## config.mk

```make
export PLATFORM = sky130hd
export DESIGN_NAME = iob_gpio_poller
export DESIGN_NICKNAME = d
export VERILOG_FILES = /design/src/rtl/iob_gpio_poller.sv
export SDC_FILE = /design/constraint.sdc
export NUM_CORES = 1
export LEC_CHECK = 0
export CORE_ASPECT_RATIO = 0.9
export CORE_MARGIN = 3
export CORE_UTILIZATION = 52
export DETAILED_ROUTE_END_ITERATION = 10
export HOLD_SLACK_MARGIN = 0.1
export MAX_ROUTING_LAYER = met4
export PLACE_DENSITY = 0.89
export SLEW_MARGIN = 30
export SYNTH_ARGS = -nofsm -noshare
export SYNTH_HDL_FRONTEND = slang
export SYNTH_SLANG_ARGS = --single-unit
```

## constraint.sdc

```tcl
create_clock -name clk -period 5.8 [get_ports clk]
set_input_delay 0.87 -clock clk [delete_from_list [all_inputs] [get_ports clk]]
set_output_delay 0.87 -clock clk [all_outputs]
set_load 0.02 [all_outputs]
```

## src/rtl/iob_gpio_poller.sv

```systemverilog
`default_nettype none
// ============================================================================
// Module      : iob_gpio_poller
// Description : Autonomous IOb native-bus master for the GPIO peripheral.
//               Periodically reads the input register, reports per-bit
//               rising/falling edges, counts changed polls and mirrors every
//               changed sample to the output register.
// Revision    : 1.0 - initial release
// ============================================================================
module iob_gpio_poller #(
   parameter int DATA_W   = 32,
   parameter int ADDR_W   = 4,
   parameter int IN_ADDR  = 0,
   parameter int OUT_ADDR = 1,
   parameter int PERIOD   = 500000
) (
   input  logic                  clk,
   input  logic                  rst,
   input  logic                  en,
   output logic                  valid,
   output logic [ADDR_W-1:0]     address,
   output logic [DATA_W-1:0]     wdata,
   output logic [DATA_W/8-1:0]   wstrb,
   input  logic [DATA_W-1:0]     rdata,
   input  logic                  ready,
   output logic [DATA_W-1:0]     sample,
   output logic [DATA_W-1:0]     rise,
   output logic [DATA_W-1:0]     fall,
   output logic [15:0]           event_cnt,
   output logic                  busy
);

   localparam int              CNT_W      = (PERIOD > 1) ? $clog2(PERIOD) : 1;
   localparam logic [CNT_W-1:0] CNT_RELOAD = CNT_W'(PERIOD - 1);
   localparam logic [15:0]      EVT_MAX    = 16'hFFFF;

   typedef enum logic [1:0] {
      S_IDLE = 2'd0,
      S_RD   = 2'd1,
      S_WR   = 2'd2
   } state_t;

   state_t                state_q,   state_d;
   logic [CNT_W-1:0]      cnt_q,     cnt_d;
   logic                  primed_q,  primed_d;
   logic [DATA_W-1:0]     sample_q,  sample_d;
   logic [DATA_W-1:0]     rise_q,    rise_d;
   logic [DATA_W-1:0]     fall_q,    fall_d;
   logic [15:0]           evt_q,     evt_d;
   logic                  valid_q,   valid_d;
   logic [ADDR_W-1:0]     address_q, address_d;
   logic [DATA_W-1:0]     wdata_q,   wdata_d;
   logic [DATA_W/8-1:0]   wstrb_q,   wstrb_d;

   // Next-state logic; bus outputs are decoded from the next state so they
   // are registered together with the state and never glitch.
   always_comb begin
      state_d  = state_q;
      cnt_d    = cnt_q;
      primed_d = primed_q;
      sample_d = sample_q;
      rise_d   = '0;
      fall_d   = '0;
      evt_d    = evt_q;

      case (state_q)
         S_IDLE: begin
            if (!en) begin
               cnt_d = CNT_RELOAD;
            end else if (cnt_q != '0) begin
               cnt_d = cnt_q - 1'b1;
            end else begin
               cnt_d   = CNT_RELOAD;
               state_d = S_RD;
            end
         end
         S_RD: begin
            if (ready) begin
               if (!primed_q) begin
                  // First poll only establishes the reference value.
                  sample_d = rdata;
                  primed_d = 1'b1;
                  state_d  = S_WR;
               end else if (rdata != sample_q) begin
                  rise_d   = rdata & ~sample_q;
                  fall_d   = ~rdata & sample_q;
                  sample_d = rdata;
                  if (evt_q != EVT_MAX) begin
                     evt_d = evt_q + 16'd1;
                  end
                  state_d  = S_WR;
               end else begin
                  state_d  = S_IDLE;
               end
            end
         end
         S_WR: begin
            if (ready) begin
               state_d = S_IDLE;
            end
         end
         default: begin
            state_d = S_IDLE;
         end
      endcase

      valid_d   = (state_d != S_IDLE);
      address_d = '0;
      wdata_d   = '0;
      wstrb_d   = '0;
      if (state_d == S_RD) begin
         address_d = ADDR_W'(IN_ADDR);
      end else if (state_d == S_WR) begin
         address_d = ADDR_W'(OUT_ADDR);
         wdata_d   = sample_d;
         wstrb_d   = '1;
      end
   end

   // State and output registers with synchronous reset.
   always_ff @(posedge clk) begin
      if (rst) begin
         state_q   <= S_IDLE;
         cnt_q     <= CNT_RELOAD;
         primed_q  <= 1'b0;
         sample_q  <= '0;
         rise_q    <= '0;
         fall_q    <= '0;
         evt_q     <= '0;
         valid_q   <= 1'b0;
         address_q <= '0;
         wdata_q   <= '0;
         wstrb_q   <= '0;
      end else begin
         state_q   <= state_d;
         cnt_q     <= cnt_d;
         primed_q  <= primed_d;
         sample_q  <= sample_d;
         rise_q    <= rise_d;
         fall_q    <= fall_d;
         evt_q     <= evt_d;
         valid_q   <= valid_d;
         address_q <= address_d;
         wdata_q   <= wdata_d;
         wstrb_q   <= wstrb_d;
      end
   end

   assign valid     = valid_q;
   assign address   = address_q;
   assign wdata     = wdata_q;
   assign wstrb     = wstrb_q;
   assign sample    = sample_q;
   assign rise      = rise_q;
   assign fall      = fall_q;
   assign event_cnt = evt_q;
   // The request flag is high exactly in RD or WR, so it doubles as busy.
   assign busy      = valid_q;

endmodule
`default_nettype wire

```

# Word-level counts from Yosys, hierarchy flattened
# Index checks and enable logic that the tools add are counted.
# W data, S select, Z words.
[word_totals]
out_inout_bits = 154
word_cells = 51
in_bits = 36
regBits = 175
[op_classes]
add_sub_neg = 2
n_bitwise = 9
n_mux = 15
n_eq_ne = 6
n_reduce_logical = 8
[op_table]
columns = ["cell", "count"]
rows = [
  ["$mux W32", 4],
  ["$and A32 B32 Y32", 2],
  ["$not A32 Y32", 2],
  ["$mux W19", 2],
  ["$ne A32 B32 Y1", 1],
  ["$reduce_bool A19 Y1", 1],
  ["$sub A19 B1 Y19 const B", 1],
  ["$add A16 B1 Y16 const B", 1],
  ["$ne A16 B16 Y1 const B", 1],
  ["$mux W2", 6],
  ["$pmux W2 S3", 1],
  ["$not A1 Y1", 5],
  ["$reduce_and A5 Y1", 1],
  ["$reduce_or A5 Y1", 1],
  ["$eq A2 B1 Y1 const B", 2],
  ["$eq A2 B2 Y1 const B", 2],
  ["$mux W4", 1],
  ["$reduce_or A3 Y1", 1],
  ["$logic_not A2 Y1", 1],
  ["$reduce_and A2 Y1", 1],
  ["$reduce_bool A2 Y1", 1],
  ["$reduce_or A2 Y1", 1],
  ["$mux W1", 1],
]

# Longest topological paths before layout
# Gate-level depths: netlist of the first run.
[logic_depth]
depth_word = 8
mapped_depth = 9
depth_no_buf = 7

# Least setup slack after synthesis of the first run
# OpenSTA, ideal clock, no wires.
[synth_timing]
kind = "input-to-reg"
startpoint = "input port rdata[17]"
endpoint = "register valid_q (netlist: busy)"
arrival_ns = 2.635
required_time_ns = 5.675
stages = 9
setup_slack_ns = 3.040
cell_sequence = "inv_1 ha_1 nand4_1 or4_4 o31a_1 buf_6 o21ai_4 buf_6 o31ai_2"
[synth_via]
elab_chain_cells = 6
[synth_lines]
columns = ["element", "line_no", "text"]
rows = [
  ["start, declared", "24", "input logic [DATA_W-1:0] rdata,"],
  ["$ne A32 B32 Y1", "84", "end else if (rdata != sample_q) begin"],
  ["$mux W2", "84", ""],
  ["$mux W2", "79", "if (!primed_q) begin"],
  ["$mux W2", "78", "if (ready) begin"],
  ["$pmux W2 S3", "66", "case (state_q)"],
  ["$reduce_bool A2 Y1", "107", "valid_d = (state_d != S_IDLE);"],
  ["end signal, assigned", "142", "valid_q <= valid_d;"],
  ["end, declared", "50", "logic valid_q, valid_d;"],
]
# Every way passes these cells.
# A chain may end at the register's enable or synchronous reset.

# Final worst setup path of the first run
[layout_timing]
startpoint = "input port rdata[21]"
endpoint = "register sample_q[22] (netlist: sample[22])"
[layout_via]
elab_chain_cells = 5
[layout_lines]
columns = ["element", "line_no", "text"]
rows = [
  ["$ne A32 B32 Y1", "84", ""],
  ["$mux W32", "84", ""],
  ["$mux W32", "79", ""],
  ["$mux W32", "78", ""],
  ["$mux W32", "66", ""],
  ["end signal, assigned", "138", "sample_q <= sample_d;"],
  ["end, declared", "46", "logic [DATA_W-1:0] sample_q, sample_d;"],
]
# Every way passes these cells.

==> results of run 1 <==
[per-stage QoR]
stage	area [um2]	cells	hold slack (ns)	utilization	setup WS, ns
CTS	9400	1060	0.480	0.730	2.27
floorplan	6940	717	0.440	-	3.04
global placement	8790	1028	0.463	0.683	1.92
global route	9430	1061	0.500	0.732	2.37
detailed placement	8800	1028	0.465	0.683	1.88
finish	9430	1061	0.483	0.732	2.43
[synth_stat cells (12+ instances only)]
| cell | number |
|---|---|
| o21ai_0 | 13 |
| a21oi_1 | 23 |
| or4_1 | 14 |
| and3_1 | 71 |
| o31ai_1 | 14 |
| clkbuf_1 | 23 |
| inv_1 | 73 |
| ha_1 | 66 |
| mux2i_1 | 34 |
| nand4_1 | 18 |
| nand2_1 | 16 |
| nand3_1 | 12 |
| dfxtp_1 | 168 |
| nor2_1 | 84 |
[power groups by stage]
stage,Combinational (uW),Sequential [uW],Clock (uW)
global route,98.7,1160,1210
CTS,88.6,1160,1160
detailed placement,85.6,1190,0
finish,88.8,1160,1150
floorplan,40.5,1190,0
global placement,81.7,1190,0
[sequential cells by signal (all words and copies together), names as in the netlist]
signal	count
cnt_q	19
event_cnt	16
wdata	32
primed_q	1
wstrb	1
fall	32
sample	32
busy	1
state_q	2
rise	32
[area by class of cell]
type                    instances  area [um2]
well taps                     164         205
fillers                       858        3450
clock inverters                14         161
flip-flops and latches        168        3360
inverters                      74         280
clock buffers                  18         439
repair buffers                192        1920
multi-input cells             431        3060
[cell families after synthesis]
family,share of synthesized area
compound gates,0.0751
xor+xnor,0.00126
other cells,0.000541
flops,0.485
simple gates,0.191
mux,0.0507
buf+inv,0.0767
fa+ha+maj,0.119
[critical path, delay by kind of cell]
family                   cells  cell delay (ns)
AO/OA/AOI/OAI                1             0.37
AND/OR/NAND/NOR              3             0.75
adder cells (fa/ha/maj)      1             0.29
multiplexers                 1             0.42
buffers and inverters        3             0.93
[layer usage]
layer  vias to the layer above  track usage  wire [um]
met5                         -            -          0
met4                         0        0.116        633
met3                        45       0.0673       1330
met2                       256        0.429       9220
met1                      2799        0.321       7920
li1                       2781            -          -
[worst paths after layout]
check | cells past startpoint | start | to | slack [ns]
setup / recovery | 9 | rdata[21] | sample[22]$_SDFF_PP0_ | 2.43
hold / removal | 1 | cnt_q[12]$_SDFFE_PP0P_ | cnt_q[12]$_SDFFE_PP0P_ | 0.48
setup reg to reg | 7 | sample[19]$_SDFF_PP0_ | sample[22]$_SDFF_PP0_ | 3.11
hold reg to reg | 1 | cnt_q[12]$_SDFFE_PP0P_ | cnt_q[12]$_SDFFE_PP0P_ | 0.48
==> key figures, run 1 <==
Logic synthesis
  – Ys async rst share: 0
  – Yosys warnings: 0
  – Flops & latches, synth: ~170
  – Synth top area share: 0.485
  – Sequential cell area fraction in the yosys report: 0.485
  – Mapped cell area: slightly below 7000 um2
  – Cells after Synth: between 700 and 800
  – Avg Inst Size Synth: about 9.7 um2
  – Post-synth EDFFs: 0
  – Synth unique cells: between 50 and 60
  – Synth area leaders: dfxtp_1 (49%), ha_1 (12%), and3_1 (6.4%)
  – Yosys top cell by area: dfxtp_1
  – Top_reg_cell synth: dfxtp_1

STA
  – Achievable frequency: between 0.2 and 0.3 GHz
  – Worst-Margin Slew: between 0.8 and 0.9 ns
  – Clock Skew: between 0.009 and 0.01 ns
  – RSZ-0062 raised after global routing: no
  – Endpoints failing setup: 0
  – Final Hold Viols: 0
  – Worst rel slew slack: 0.454
  – Setup TNS: 0 ns
  – Final Max Slew Viols: 0
  – Final worst path period need: 3.37 ns
  – Final Cycle Share: 0.580

CTS
  – Cts bufs inserted: 17
  – CTS Buffer Depth: 2
  – CTS tree: built
  – CTS root buf: clkbuf_16
  – Later-pin clock latency in the skew report: between 0.4 and 0.5 ns
  – Post-CTS setup buffer count: 0
  – Clock Pin Slew Worst Setup and Hold Paths: 0.07 ns
  – H-tree depth: 4
  – Cts hold-fix bufs: 0
  – Clock sink count: roughly 170
  – Post-cts gate resize count: 0

Critical path
  – Slowest CP cell: or4_4
  – Critical Path End Type: flop
  – Critical path class: input port to flop
  – CP peak stage delay: between 0.5 and 0.6 ns
  – CP cell instances: clkdlybuf4s50_1 -> inv_1 -> ha_1 -> nand4_1 -> or4_4 -> o31a_2 -> buf_4 -> mux2i_1 -> nor2_1
  – Critical path peak fanout: 32
  – Worst Path Arrival: 3.66 ns
  – Crit path launch type: input port
  – CP Data Required Time: ~6.1 ns

Die
  – Die Width: approximately 130 um
  – I/O pins: 190
  – Standard-cell row count: 39
  – Initial core utilization: 0.538
  – Die area: between 10000 and 15000 um2
  – Die H: between 100 and 150 um
  – Core area: about 13000 um2

Placed design
  – I/O Buffers: ~190
  – GPL Wtd Cong: roughly 0.85
  – Detailed Place HPWL: around 13 mm

Power and ir drop
  – Cell-internal power: ~1900 uW
  – Sw power: roughly 550 uW
  – Overall Power: between 2000 and 2500 uW
  – Pwr dens: 255 nW/um2
  – Power share of the sequential group: 0.484
  – Comb power frac: 0.037
  – Clock Power Share: 0.479
  – Static Leakage: 0.00387 uW
  – Maximum vdd drop: 0.212 mV
  – Sw Ratio: 0.229

Drt
  – Residual DRC: 0
  – Post-route ant nets: 0
  – Via density per instance: 5.54
  – DRT Pass-1 Iters: 5
  – Via count: about 5900
  – Final wirelength: approximately 19 mm
  – Iter 0 DRT Violations: 470
  – WL/cell: 18.0 um

GRT
  – First-pass GRT wire length: ~30 mm
  – Initial antenna violation count: 0
  – Largest net degree at the start of global routing: 73
  – Vias in the first global route: roughly 5700
  – Grt ovf: 0
  – Gr usage total: 0.267

Final layout
  – Area delta synth->final: 36.0%
  – Share of post-route cells with drive strength above 1: 0.0591
  – Diodes inserted: 0
  – Nets: 986
  – Commonest non-fill, non-tap cell in the layout: clkdlybuf4s50_1
  – Commonest cells after routing, fill and taps aside: clkdlybuf4s50_1 (185), dfxtp_1 (168), nor2_1 (84)

Status
  – Run status: completed

Flow run
  – Max_cap viols: 0

Min path
  – Hold Crit Class: flop to flop
No activity file was read; power rests on OpenSTA's default activity.
==> inputs of run 2 (changes only) <==
Settings changed: CORE_UTILIZATION 52 to 48, PLACE_DENSITY 0.89 to 0.84.
Clock period 5.8 ns to 3.25 ns, I/O delays scaled along.
==> key figures, run 2 (same netlist as run 1, synthesis figures left out) <==
Drt
  – Iter 0 DRT Violations: 457 (-2.8%)
  – DRT Pass-1 Iters: 4 (-1)
  – Residual DRC: 0 (unchanged)
  – Via count: 5833 (-0.82%)
  – WL/cell: 17.0 um (-5.7%)
  – Via density per instance: 5.31 (-4.2%)
  – Final wirelength: 18.7 mm (-2.4%)
  – Post-route ant nets: 0 (unchanged)

Die
  – Die Width: 133 um (+3.9%)
  – Die area: 15900 um2 (+7.9%)
  – Core area: 14100 um2 (+9.1%)
  – I/O pins: 190 (unchanged)
  – Initial core utilization: 0.493 (-0.0449)
  – Standard-cell row count: 41 (+5.1%)
  – Die H: 120 um (+3.9%)

Final layout
  – Area delta synth->final: 37.5%
  – Share of post-route cells with drive strength above 1: 0.0651 (+0.00604)
  – Commonest non-fill, non-tap cell in the layout: clkdlybuf4s50_1
  – Nets: 995 (+0.91%)
  – Diodes inserted: 0 (unchanged)
  – Commonest cells after routing, fill and taps aside: clkdlybuf4s50_1 (185), dfxtp_1 (168), nor2_1 (84)
  – Design Area, Final: 9530 um2 (+1.0%)
  – Non-Filler Instances: 1099 (+3.6%)

Power and ir drop
  – Static Leakage: 0.00391 uW (+1.0%)
  – Comb power frac: 0.037 (about the same)
  – Maximum vdd drop: 0.349 mV (+65%)
  – Sw Ratio: 0.219 (-0.00998)
  – Clock Power Share: 0.483 (+0.004)
  – Power share of the sequential group: 0.480 (-0.004)
  – Cell-internal power: 3380 uW (+82%)
  – Pwr dens: 454 nW/um2 (+78%)
  – Sw power: 946 uW (+72%)

STA
  – Final Cycle Share: 0.874
  – Final Max Slew Viols: 0 (unchanged)
  – Worst-Margin Slew: 0.709 ns (-0.107 ns)
  – Worst rel slew slack: 0.523 (+0.0695)
  – RSZ-0062 raised after global routing: no
  – Endpoints failing setup: 0 (unchanged)
  – Final Hold Viols: 0 (unchanged)
  – Achievable frequency: 0.352 GHz
  – Setup TNS: 0 ns (unchanged)
  – Clock Skew: 0.0141 ns (+0.00464 ns)
  – Final worst path period need: around 2.8 ns

GRT
  – Vias in the first global route: 5592 (-1.5%)
  – First-pass GRT wire length: 30.1 mm (+0.62%)
  – Initial antenna violation count: 0 (unchanged)
  – Grt ovf: 0 (unchanged)
  – Largest net degree at the start of global routing: 61 (-16%)
  – Gr usage total: 0.243 (-0.0234)

Critical path
  – Critical path class: input port to flop
  – Critical path peak fanout: 18 (-44%)
  – Crit path launch type: input port
  – CP Data Required Time: 3.55 ns (-2.54 ns)
  – Worst Path Arrival: 3.14 ns (-0.52 ns)
  – Critical Path End Type: flop

Flow run
  – Max_cap viols: 0 (unchanged)

Placed design
  – Detailed Place HPWL: 13.0 mm (+2.5%)
  – GPL Wtd Cong: 0.914 (+7.9%)
  – Cells after DPL: 1067 (+3.8%)
  – Placed instance area: 8920 um2 (+1.3%)
  – I/O Buffers: 186 (unchanged)

CTS
  – CTS Buffer Depth: 2 (unchanged)
  – H-tree depth: 4 (unchanged)
  – Later-pin clock latency in the skew report: 0.43 ns (about the same)
  – Clock sink count: 168 (unchanged)
  – CTS root buf: clkbuf_16
  – CTS tree: built
  – Cts hold-fix bufs: 0 (unchanged)
  – Post-CTS setup buffer count: 0 (unchanged)
  – Post-cts gate resize count: 0 (unchanged)
  – Clock Pin Slew Worst Setup and Hold Paths: 0.07 ns (about the same)
  – Cts bufs inserted: 17 (unchanged)

Min path
  – Hold Crit Class: flop to flop

Status
  – Run status: completed
-- run 2: layout make-up --
| class | instances | area, um2 |
|---|---|---|
| fillers | 1103 | 4530 |
| clock buffers | 20 | 447 |
| well taps | 193 | 241 |
| clock inverters | 12 | 165 |
| inverters | 74 | 278 |
| flip-flops and latches | 168 | 3360 |
| multi-input cells | 431 | 3050 |
| repair buffers | 201 | 1980 |
-- run 2: critical path, stage by stage --
cell             delay (ns)
clkdlybuf4s50_1        0.55
inv_1                  0.09
ha_1                   0.30
nand4_1                0.12
or4_4                  0.57
o31a_2                 0.38
buf_4                  0.25
mux2i_1                0.29
nor2_1                 0.10
-- run 2: final timing paths --
check / endpoint / slack, ns / from / cells past startpoint
worst max-delay path: wdata[24]$_SDFF_PP0_ / 0.41 / rdata[17] / 9
worst min-delay path: cnt_q[12]$_SDFFE_PP0P_ / 0.48 / cnt_q[12]$_SDFFE_PP0P_ / 1
worst max register to register: wdata[24]$_SDFF_PP0_ / 0.70 / sample[30]$_SDFF_PP0_ / 7
worst min register to register: cnt_q[12]$_SDFFE_PP0P_ / 0.48 / cnt_q[12]$_SDFFE_PP0P_ / 1
-- run 2: layer usage --
layer,track usage,vias to the layer above,routed length (um)
met5,-,-,0
met4,0.0714,0,357
met3,0.0683,25,1410
met2,0.393,242,8950
met1,0.300,2766,7950
li1,-,2800,-
-- run 2: power by group through the flow --
stage | clock (uW) | sequential (uW) | combinational (uW)
floorplan | 0 | 2120 | 72.3
global placement | 0 | 2120 | 151
detailed placement | 0 | 2120 | 156
CTS | 2130 | 2080 | 159
global route | 2220 | 2080 | 178
finish | 2090 | 2080 | 160
-- run 2: per-stage QoR --
stage / util / hold WS (ns) / power, uW / worst slack, ns
after floorplan: - / 0.440 / 2190 / 0.873
after global placement: 0.634 / 0.457 / 2270 / 0.108
after detailed placement: 0.634 / 0.471 / 2280 / 0.0425
after CTS: 0.678 / 0.487 / 4360 / 0.420
after global routing: 0.678 / 0.512 / 4470 / 0.349
final: 0.678 / 0.483 / 4320 / 0.411
==> inputs of run 3 (changes only) <==
Settings changed: CORE_MARGIN 3 to not set, GPL_TIMING_DRIVEN set to 0, MAX_ROUTING_LAYER met4 to not set.
==> key figures, run 3 (same netlist as run 1, synthesis figures left out) <==
Final layout
  – Non-Filler Instances: 1126 (+2.5%)
  – Sequential Area: 3360 um2 (unchanged)
  – Nets: 1023 (+2.8%)
  – Commonest non-fill, non-tap cell in the layout: clkdlybuf4s50_1
  – Multi-input logic area: 3040 um2 (-0.29%)
  – Fillers: 1069 (-3.1%)
  – Area delta synth->final: 38.5%
  – Diodes inserted: 0 (unchanged)
  – Commonest cells after routing, fill and taps aside: clkdlybuf4s50_1 (185), dfxtp_1 (168), nor2_1 (84)
  – Design Area, Final: 9600 um2 (+0.77%)
  – Share of post-route cells with drive strength above 1: 0.0654 (+0.000259)
  – Post-Route Utilization: 0.683 (+0.00525)

CTS
  – CTS Buffer Depth: 2 (unchanged)
  – Clock sink count: 168 (unchanged)
  – Post-cts gate resize count: 0 (unchanged)
  – Post-CTS setup buffer count: 0 (unchanged)
  – Clock Pin Slew Worst Setup and Hold Paths: 0.06 ns (about the same)
  – H-tree depth: 4 (unchanged)
  – Cts hold-fix bufs: 0 (unchanged)
  – Later-pin clock latency in the skew report: 0.44 ns (about the same)
  – CTS tree: built
  – CTS root buf: clkbuf_16
  – Cts bufs inserted: 17 (unchanged)

GRT
  – Vias in the first global route: 5499 (-1.7%)
  – Largest net degree at the start of global routing: 17 (-72%)
  – First-pass GRT wire length: 28.9 mm (-4.1%)
  – Initial antenna violation count: 0 (unchanged)
  – Grt ovf: 0 (unchanged)
  – Gr usage total: 0.256 (+0.0129)

Drt
  – Via density per instance: 5.36 (+0.98%)
  – Final wirelength: 18.9 mm (+1.3%)
  – Iter 0 DRT Violations: 473 (+3.5%)
  – WL/cell: 16.8 um (-1.1%)
  – Residual DRC: 0 (unchanged)
  – Via count: 6035 (+3.5%)
  – Post-route ant nets: 0 (unchanged)
  – DRT Pass-1 Iters: 6 (+2)

Critical path
  – CP Data Required Time: 3.61 ns (+0.06 ns)
  – Critical Path End Type: flop
  – Critical path class: input port to flop
  – Crit. Startpoint: rdata[1]
  – Worst Path Arrival: 3.26 ns (+0.12 ns)
  – Crit path launch type: input port
  – Worst reg2reg startpoint: cnt_q[0]$_SDFFE_PP1P_
  – Critical path peak fanout: 10 (-8)

Die
  – I/O pins: 190 (unchanged)
  – Die Width: 129 um (-3.0%)
  – Standard-cell row count: 41 (unchanged)
  – Die area: 14900 um2 (-6.2%)
  – Die H: 116 um (-3.3%)
  – Core area: 14100 um2 (unchanged)
  – Initial core utilization: 0.493 (unchanged)

STA
  – Worst-Margin Slew: 0.648 ns (-0.0608 ns)
  – Final Cycle Share: 0.893 (+0.0192)
  – Final Max Slew Viols: 0 (unchanged)
  – Final worst slack: 0.348 ns (-0.0625 ns)
  – Achievable frequency: 0.345 GHz (-2.2%)
  – Final worst path period need: 2.90 ns (+0.0625 ns)
  – Endpoints failing setup: 0 (unchanged)
  – Clock Skew: 0.0122 ns (-0.00193 ns)
  – RSZ-0062 raised after global routing: no
  – Worst rel slew slack: 0.565 (+0.0416)
  – Final Hold Viols: 0 (unchanged)
  – Setup TNS: 0 ns (unchanged)

Power and ir drop
  – Static Leakage: 0.00394 uW (+0.86%)
  – Maximum vdd drop: 0.352 mV (+0.89%)
  – Pwr dens: 439 nW/um2 (-3.2%)

Min path
  – Hold Crit Class: flop to flop
  – Worst Hold Launch: cnt_q[17]$_SDFFE_PP1P_

Placed design
  – GPL Wtd Cong: 0.886 (-3.0%)
  – Dpl ws: -0.0556 ns (-0.0981 ns)
  – Cells after DPL: 1095 (+2.6%)
  – I/O Buffers: 185 (-0.54%)
  – Placed instance area: 9030 um2 (+1.3%)
  – Detailed Place HPWL: 13.4 mm (+3.4%)

Status
  – Run status: completed

Flow run
  – Max_cap viols: 0 (unchanged)
## run 3: layout make-up
type	instances	area share
tap	193	0.0251
timing repair buffer	185	0.193
multi-input combinational	431	0.317
inverter	74	0.0289
buffer	44	0.0264
clock inverter	13	0.0137
clock buffer	18	0.0457
sequential	168	0.350
## run 3: where the power goes
group | internal, uW | leakage, uW | switching [uW]
Combinational | 71.1 | 0.00231 | 94.5
Sequential | 2070 | 0.00135 | 10.9
Clock | 1090 | 0.000276 | 886
## run 3: path summary, 6_finish.rpt
path                                    end  slack (ns)  cells after the start
setup reg to reg      cnt_q[5]$_SDFFE_PP0P_        0.59                      7
hold reg to reg      cnt_q[17]$_SDFFE_PP1P_        0.49                      1
setup / recovery  event_cnt[7]$_SDFFE_PP0P_        0.35                     10
hold / removal       cnt_q[17]$_SDFFE_PP1P_        0.49                      1
## run 3: metrics by stage
step | hold slack [ns] | power, uW
global route | 0.521 | 4330
finish | 0.488 | 4220
global placement | 0.463 | 2280
floorplan | 0.440 | 2190
detailed placement | 0.470 | 2280
CTS | 0.479 | 4220
## run 3: metal layers
layer	GRT usage	wire [um]
met1	0.319	8020
met2	0.429	8960
met3	0.0582	1490
met4	0.110	424
met5	0	0
## run 3: worst max-delay path: stages
cell	delay (ns)
clkdlybuf4s50_1	0.52
inv_1	0.06
ha_1	0.28
nand4_1	0.09
or4_1	0.63
o21ai_1	0.38
buf_2	0.29
buf_2	0.25
o31ai_1	0.10
a21oi_1	0.16
